### src/rtl/uart_cmd_wrapper.sv
// Remote command link endpoint: 3-byte command frames in over UART,
// 1-byte responses out, with partial-frame timeout.
module uart_cmd_wrapper #(
  parameter int TMO_CYCLES = 1_000_000,
  parameter int BAUD_DIV   = 2604
) (
  input  logic        clk,
  input  logic        rst_n,
  input  logic        RX,
  output logic        TX,
  output logic [7:0]  cmd,
  output logic [15:0] data,
  output logic        cmd_rdy,
  input  logic        clr_cmd_rdy,
  input  logic [7:0]  resp,
  input  logic        send_resp,
  output logic        resp_sent,
  output logic        frm_err
);

  localparam int TW = $clog2(TMO_CYCLES);
  localparam int BW = $clog2(BAUD_DIV);

  typedef enum logic [1:0] {
    IDLE,
    HIGH,
    LOW
  } rx_state_t;

  logic          rx_s1, rx_s2;
  logic          rx_busy;
  logic [BW-1:0] rx_baud;
  logic [3:0]    rx_bits;
  logic [9:0]    rx_sr;
  logic          rx_rdy;
  logic          clr_rx_rdy;
  logic [7:0]    rx_data;

  logic          trmt;
  logic [7:0]    tx_data;
  logic          tx_done;
  logic          tx_act;
  logic [BW-1:0] tx_baud;
  logic [3:0]    tx_bits;
  logic [9:0]    tx_sr;

  logic          busy;
  logic          accept;

  rx_state_t     state, nxt;
  logic [TW-1:0] tmo_cnt;
  logic          tmo_hit;
  logic [7:0]    sh_cmd;
  logic [7:0]    sh_hi;

  assign rx_data    = rx_sr[8:1];
  assign clr_rx_rdy = rx_rdy;
  assign TX         = tx_sr[0];
  assign accept     = send_resp && !busy;

  // Receiver: ten mid-bit samples (start, 8 data, stop)
  always_ff @(posedge clk or negedge rst_n) begin
    if (!rst_n) begin
      rx_s1   <= 1'b1;
      rx_s2   <= 1'b1;
      rx_busy <= 1'b0;
      rx_baud <= '0;
      rx_bits <= '0;
      rx_sr   <= '1;
      rx_rdy  <= 1'b0;
    end else begin
      rx_s1 <= RX;
      rx_s2 <= rx_s1;
      if (clr_rx_rdy)
        rx_rdy <= 1'b0;
      if (!rx_busy) begin
        if (!rx_s2) begin
          rx_busy <= 1'b1;
          rx_baud <= BW'(BAUD_DIV / 2);
          rx_bits <= '0;
        end
      end else if (rx_baud == '0) begin
        rx_sr   <= {rx_s2, rx_sr[9:1]};
        rx_baud <= BW'(BAUD_DIV - 1);
        rx_bits <= rx_bits + 4'd1;
        if (rx_bits == 4'd9) begin
          rx_busy <= 1'b0;
          rx_rdy  <= 1'b1;
        end
      end else begin
        rx_baud <= rx_baud - BW'(1);
      end
    end
  end

  always_ff @(posedge clk or negedge rst_n) begin
    if (!rst_n) begin
      tx_act  <= 1'b0;
      tx_baud <= '0;
      tx_bits <= '0;
      tx_sr   <= '1;
      tx_done <= 1'b0;
    end else begin
      tx_done <= 1'b0;
      if (trmt) begin
        tx_sr   <= {1'b1, tx_data, 1'b0};
        tx_act  <= 1'b1;
        tx_baud <= BW'(BAUD_DIV - 1);
        tx_bits <= '0;
      end else if (tx_act) begin
        if (tx_baud == '0) begin
          tx_sr   <= {1'b1, tx_sr[9:1]};
          tx_baud <= BW'(BAUD_DIV - 1);
          tx_bits <= tx_bits + 4'd1;
          if (tx_bits == 4'd9) begin
            tx_act  <= 1'b0;
            tx_done <= 1'b1;
          end
        end else begin
          tx_baud <= tx_baud - BW'(1);
        end
      end
    end
  end

  always_ff @(posedge clk or negedge rst_n) begin
    if (!rst_n) begin
      trmt      <= 1'b0;
      tx_data   <= '0;
      busy      <= 1'b0;
      resp_sent <= 1'b0;
    end else begin
      trmt <= accept;
      if (accept) begin
        tx_data   <= resp;
        busy      <= 1'b1;
        resp_sent <= 1'b0;
      end else if (tx_done) begin
        busy      <= 1'b0;
        resp_sent <= 1'b1;
      end
    end
  end

  // A byte arriving on the timeout cycle suppresses the timeout
  assign tmo_hit = (state != IDLE) && !rx_rdy &&
                   (tmo_cnt == TW'(TMO_CYCLES - 1));

  always_ff @(posedge clk or negedge rst_n) begin
    if (!rst_n)
      state <= IDLE;
    else
      state <= nxt;
  end

  always_comb begin
    nxt = state;
    unique case (state)
      IDLE: if (rx_rdy) nxt = HIGH;
      HIGH: begin
        if (rx_rdy)       nxt = LOW;
        else if (tmo_hit) nxt = IDLE;
      end
      LOW:  if (rx_rdy || tmo_hit) nxt = IDLE;
      default: nxt = IDLE;
    endcase
  end

  always_ff @(posedge clk or negedge rst_n) begin
    if (!rst_n) begin
      tmo_cnt <= '0;
      frm_err <= 1'b0;
      sh_cmd  <= '0;
      sh_hi   <= '0;
      cmd     <= '0;
      data    <= '0;
      cmd_rdy <= 1'b0;
    end else begin
      frm_err <= tmo_hit;
      if (state == IDLE || rx_rdy || tmo_hit)
        tmo_cnt <= '0;
      else
        tmo_cnt <= tmo_cnt + TW'(1);
      if (clr_cmd_rdy)
        cmd_rdy <= 1'b0;
      if (tmo_hit) begin
        sh_cmd <= '0;
        sh_hi  <= '0;
      end
      if (rx_rdy) begin
        unique case (state)
          IDLE: sh_cmd <= rx_data;
          HIGH: sh_hi  <= rx_data;
          LOW: begin
            cmd     <= sh_cmd;
            data    <= {sh_hi, rx_data};
            cmd_rdy <= 1'b1;
          end
          default: ;
        endcase
      end
    end
  end

endmodule

### config.mk
export PLATFORM = sky130hd
export DESIGN_NAME = uart_cmd_wrapper
export DESIGN_NICKNAME = d
export VERILOG_FILES = /design/src/rtl/uart_cmd_wrapper.sv
export SDC_FILE = /design/constraint.sdc
export NUM_CORES = 1
export LEC_CHECK = 0
export BUFFER_PORTS_ARGS = -buffer_cell sky130_fd_sc_hd__buf_2
export CORE_AREA = 5 5 106 207
export DETAILED_ROUTE_END_ITERATION = 7
export DIE_AREA = 0 0 111 212
export SLEW_MARGIN = 20
export SYNTH_ARGS = -nofsm -noshare
export SYNTH_HDL_FRONTEND = slang
export SYNTH_SLANG_ARGS = --single-unit
### constraint.sdc
create_clock -name clk -period 4.5 [get_ports clk]
set_input_delay 0.9 -clock clk [delete_from_list [all_inputs] [get_ports clk]]
set_output_delay 0.9 -clock clk [all_outputs]
set_load 0.1 [all_outputs]
* Word-level counts from Yosys, hierarchy flattened
Index checks and enable logic that the tools add are counted.
** Word-level totals
- Input port bits :: 13
- Word-level logic and storage cells :: 108
- Output and inout bits :: 28
- Flip-flop bits (word level) :: 133
** Cells by class
- Mux-type cells :: 49
- Equal/unequal tests :: 10
- Add/sub/neg operators :: 5
- Reductions and logical operators :: 20
** Operator list (count)
- $mux W12 :: 6
- $mux W8 :: 6
- $mux W10 :: 3
- $logic_not A12 Y1 :: 2
- $mux W4 :: 6
- $sub A12 B1 Y12 const B :: 2
- $mux W1 :: 22
- $add A20 B1 Y20 const B :: 1
- $eq A20 B20 Y1 const B :: 1
- $mux W20 :: 1
- $add A4 B1 Y4 const B :: 2
- $eq A4 B4 Y1 const B :: 2
- $mux W2 :: 4
- $reduce_and A2 Y1 :: 4
- $reduce_bool A2 Y1 :: 4
- $pmux W2 S3 :: 1
- $ne A2 B1 Y1 const B :: 2
- $ne A2 B2 Y1 const B :: 2
- $logic_and A1 B1 Y1 :: 3
- $logic_or A1 B1 Y1 :: 3
- $ne A3 B3 Y1 const B :: 1
- $reduce_and A3 Y1 :: 1
- $eq A2 B1 Y1 const B :: 1
- $eq A2 B2 Y1 const B :: 1
- 2 further kinds :: 3

* Longest topological paths before layout
- Depth after elaboration :: 6
- Mapped depth :: 7
- Depth with buffers taken out :: 6

* Worst setup path before layout
Ideal clock, no wire load.
- Path type :: register to register
- From :: reg rx_baud[4]
- To :: reg rx_sr[7]
- Slack :: 2.344 ns
- Setup time :: 0.082 ns
- Period minus slack after synthesis :: 2.156 ns
- Stages on the path, launching flop included :: 6
- Required time :: 4.418 ns
- Data arrival time :: 2.074 ns
- Path buffers :: 1
- Path through :: dfrtp_1 or4_4 or4b_4 buf_6 nor2_4 mux2_2
** On the way
- Word-level cells in the longest chain between the ends :: 2
** RTL lines
- from (decl) :: RTL line 32 : logic [BW-1:0] rx_baud;
- from (signal assigned) :: RTL line 79 : rx_baud <= BW'(BAUD_DIV / 2);
- from (signal assigned) :: RTL line 84 : rx_baud <= BW'(BAUD_DIV - 1);
- from (signal assigned) :: RTL line 91 : rx_baud <= rx_baud - BW'(1);
- $logic_not A12 Y1 :: RTL line 82 : end else if (rx_baud == '0) begin
- $reduce_and A2 Y1 (no source line)
- to (signal assigned) :: RTL line 83 : rx_sr <= {rx_s2, rx_sr[9:1]};
- to (decl) :: RTL line 34 : logic [9:0] rx_sr;
Every way passes these cells.
A chain may end at the register's enable or synchronous reset.

* Worst setup path in the final report
- From :: reg tmo_cnt[0]
- To :: reg sh_cmd[1]
** On the way
- Word-level cells in the longest chain between the ends :: 5
** RTL lines
- from (decl) :: RTL line 51 : logic [TW-1:0] tmo_cnt;
- from (signal assigned) :: RTL line 183 : tmo_cnt <= tmo_cnt + TW'(1);
- $eq A20 B20 Y1 (*) :: RTL line 147 : (tmo_cnt == TW'(TMO_CYCLES - 1));
- $logic_and A1 B1 Y1 (*) :: RTL line 146 : assign tmo_hit = (state != IDLE) && !rx_rdy &&
- $mux W8 (*) :: RTL line 186 : if (tmo_hit) begin
- $mux W8 :: RTL line 191 : unique case (state)
- $mux W8 (*) :: RTL line 190 : if (rx_rdy) begin
- to (signal assigned) :: RTL line 192 : IDLE: sh_cmd <= rx_data;
- to (decl) :: RTL line 53 : logic [7:0] sh_cmd;
Mark *: on every way between the ends. The rest lies on a longest branch, timed or not.

==> flow_summary.toml <==
[sta]
maxSlewViolCount = 0
min_period_ns = 2.45
skew_ns = 0.00945
fin_crit_sh_pct = 54.4
tightest_slew_ns = 0.809
hold_slack_ns = 0.356
max_freq_mhz = 409
setup_viol = 0
relSlewSlack_pct = 45.6
rsz0062_at_grt = "no"
hold_viol = 0
tns_ns = 0

[logic_synthesis]
yosysSeqAreaShare_pct = 56.0
synth_fp_nets = 534
yosys.area.top_type = "dfrtp_1"
netlist.area_leader.share_pct = 47.1
synth_edf_count = 0
synthArstFlopShare_pct = 100
ys_ff_latch = 131
yosysMostFrequentCell = "dfrtp_1"
synthTopCellsByCount = "dfrtp_1 (111), nor2_1 (53), mux2_2 (49)"
synthTopCellsByArea = "dfrtp_1 (47%), mux2_2 (9.4%), dfstp_2 (8.9%)"
synthCells = 512
syn_avg_cell_area_um2 = 11.5
yosys.cell_types.count = 54
synthFlopType = "dfrtp_1"
synth_warnings = 0
syn_area_um2 = 5890

[floorplan]
fp-row-count = 74
ios = 41
die_w_um = 111
initial_core_util_pct = 29.1
fp.coreArea_um2 = 20300
die_h_um = 212
die-area_um2 = 23500

[cells_and_area]
fillers = 1951
num_antenna_cells = 0
seqCellArea_um2 = 3300
multi_input_area_um2 = 2430
area_growth_pct = 18.0
drive_gt1_share_pct = 27.2
final_cell_area_um2 = 6960
nets = 579

[clock_network]
clk_latency_ns = 0.42
clock_sinks = 131
htreeDepth = 4
postCtsSetupBuffers = 0
cts_resized = 0
cts_hold_buf = 0
cts_tree = "yes"
clockBufferDepth = 2
clkTransAtPathRegs_ns = 0.06
cts-buffers-inserted = 17
root_buffer = "clkbuf_16"

[route]
routed-via-count = 3970
drt-total-wl_mm = 12.4
drc = 0
wl_per_cell_um = 14.8
viasPerCell = 4.75
drt_iter0_markers = 215
firstDrtPassIters = 4
ant_nets = 0

[placed_design]
portBuffers = 40
dp_hpwl_mm = 8.64
globalplace.congestion = 0.776
dpl_cell_area_um2 = 6370

[critical_path]
endpoint_kind = "register"
crit_arrival_ns = 2.71
crit_required_ns = 4.76
critPathLaunchType = "register"
reg2regPathDepth = 5
path_max_fanout = 17
worst-setup-path-type = "reg2reg"

[power]
power.leakage_nw = 3.13
clock_power_share_pct = 45.6
comb_power_share_pct = 7.4
power.switching_mw = 0.663
seqPwrFrac_pct = 47.0
p_int_mw = 2.17
cellPowerDensity_nw_per_um2 = 406
ir_drop_uv = 249
switching_share_pct = 23.4

[grt]
gr-total-overflow = 0
grt_max_degree = 76
grt_pass1_wl_mm = 21.4
grt_util_all_layers_pct = 11.3
grt_antenna_before_repair = 0
grt_pass1_vias = 4309

[hold_path]
hold_path_class = "in2async"

[status]
outcome = "completed"

[job]
drv_cap = 0
-- flip-flops by register name, summed over array words and instances, names as in the netlist, 2 cells and up --
register	flops
sh_cmd	8
rx_bits	4
data	16
rx_baud	12
cmd	8
state	2
tx_data	8
tx_baud	12
tmo_cnt	20
tx_bits	4
tx_sr	9
rx_sr	9
sh_hi	8
-- worst max-delay path, cell delays in order, from the launching register on --
cell and delay, ns:
dfrtp_1 0.39, ha_1 0.20, nand3_1 0.24, or4_4 0.63
nor4_4 0.70, nor2_1 0.13
-- routing by layer --
metal	share of wire, %	wire, µm	vias to the layer above	track usage, %
li1	-	-	1893	-
met1	39	4820	2013	11.9
met2	57	7110	51	21.1
met3	2.1	258	13	2.48
met4	1.6	196	0	5.14
met5	0	0	-	0
-- metrics by stage --
stage | setup slack (ns) | util [%] | std cells | power, mW
2_1_floorplan | 2.34 | - | 512 | 1.48
3_3_place_gp | 2.15 | 31.4 | 802 | 1.54
3_5_place_dp | 2.04 | 31.4 | 802 | 1.56
4_1_cts | 2.04 | 34.1 | 834 | 2.87
5_1_grt | 1.78 | 34.3 | 836 | 2.96
6_report | 2.05 | 34.3 | 836 | 2.83
-- final timing paths --
kind	from	endpoint	slack, ns
setup / recovery	tmo_cnt[0]$_DFF_PN0_	sh_cmd[1]$_DFF_PN0_	2.05
hold / removal	rst_n	data[14]$_DFFE_PN0P_	0.36
setup reg to reg	tmo_cnt[0]$_DFF_PN0_	sh_cmd[1]$_DFF_PN0_	2.05
hold reg to reg	rx_s1$_DFF_PN1_	rx_s2$_DFF_PN1_	0.36
max in group asynchronous	rst_n	tx_sr[5]$_DFFE_PN1P_	3.08
min in group clk	rx_s1$_DFF_PN1_	rx_s2$_DFF_PN1_	0.36
-- power groups by stage --
stage,Combinational [mW],Clock [mW],Sequential (mW)
floorplan,0.144,0,1.33
global placement,0.199,0,1.34
detailed placement,0.211,0,1.35
CTS,0.212,1.34,1.33
global route,0.242,1.38,1.34
finish,0.209,1.29,1.33
-- placed cells by master, fill, tap and decap left out, types with 5 or more instances in the layout --
cell       Yosys  routed
mux2i_1       17      17
xor2_1         7       7
nand2_1       30      30
nor2b_1        7       7
clkbuf_16      0      17
buf_2          3      39
nand3_1       16      16
nor4_1         6       6
clkbuf_1      14       6
o21ai_0       20      19
a21oi_1       27      27
nor2_1        53      53
dfstp_2       20      20
ha_1           9       9
dfrtp_1      111     111
mux2_2        49      49
xnor2_1       18      18
buf_4          0       5
or4_1          9       9
or3_1         13      13
inv_1         17      17
nor3_1        10      10
-- cells by family after synthesis --
logic type | after synthesis | share of synthesized area [%]
buf+inv | 37 | 2.67
simple gates | 175 | 16.1
compound gates | 69 | 7.30
mux | 66 | 12.2
flops | 131 | 56.0
fa+ha+maj | 9 | 1.91
xor+xnor | 25 | 3.71
-- area by class of cell --
type                            instances  share of cell area [%]
Timing Repair Buffer                   46                    3.90
Multi-Input combinational cell        344                    35.0
Inverter                               17                   0.917
Clock buffer                           27                    7.23
Sequential cell                       131                    47.5
Clock inverter                          5                   0.719
Tap cell                              266                    4.78
No activity file was read; power rests on OpenSTA's default activity.
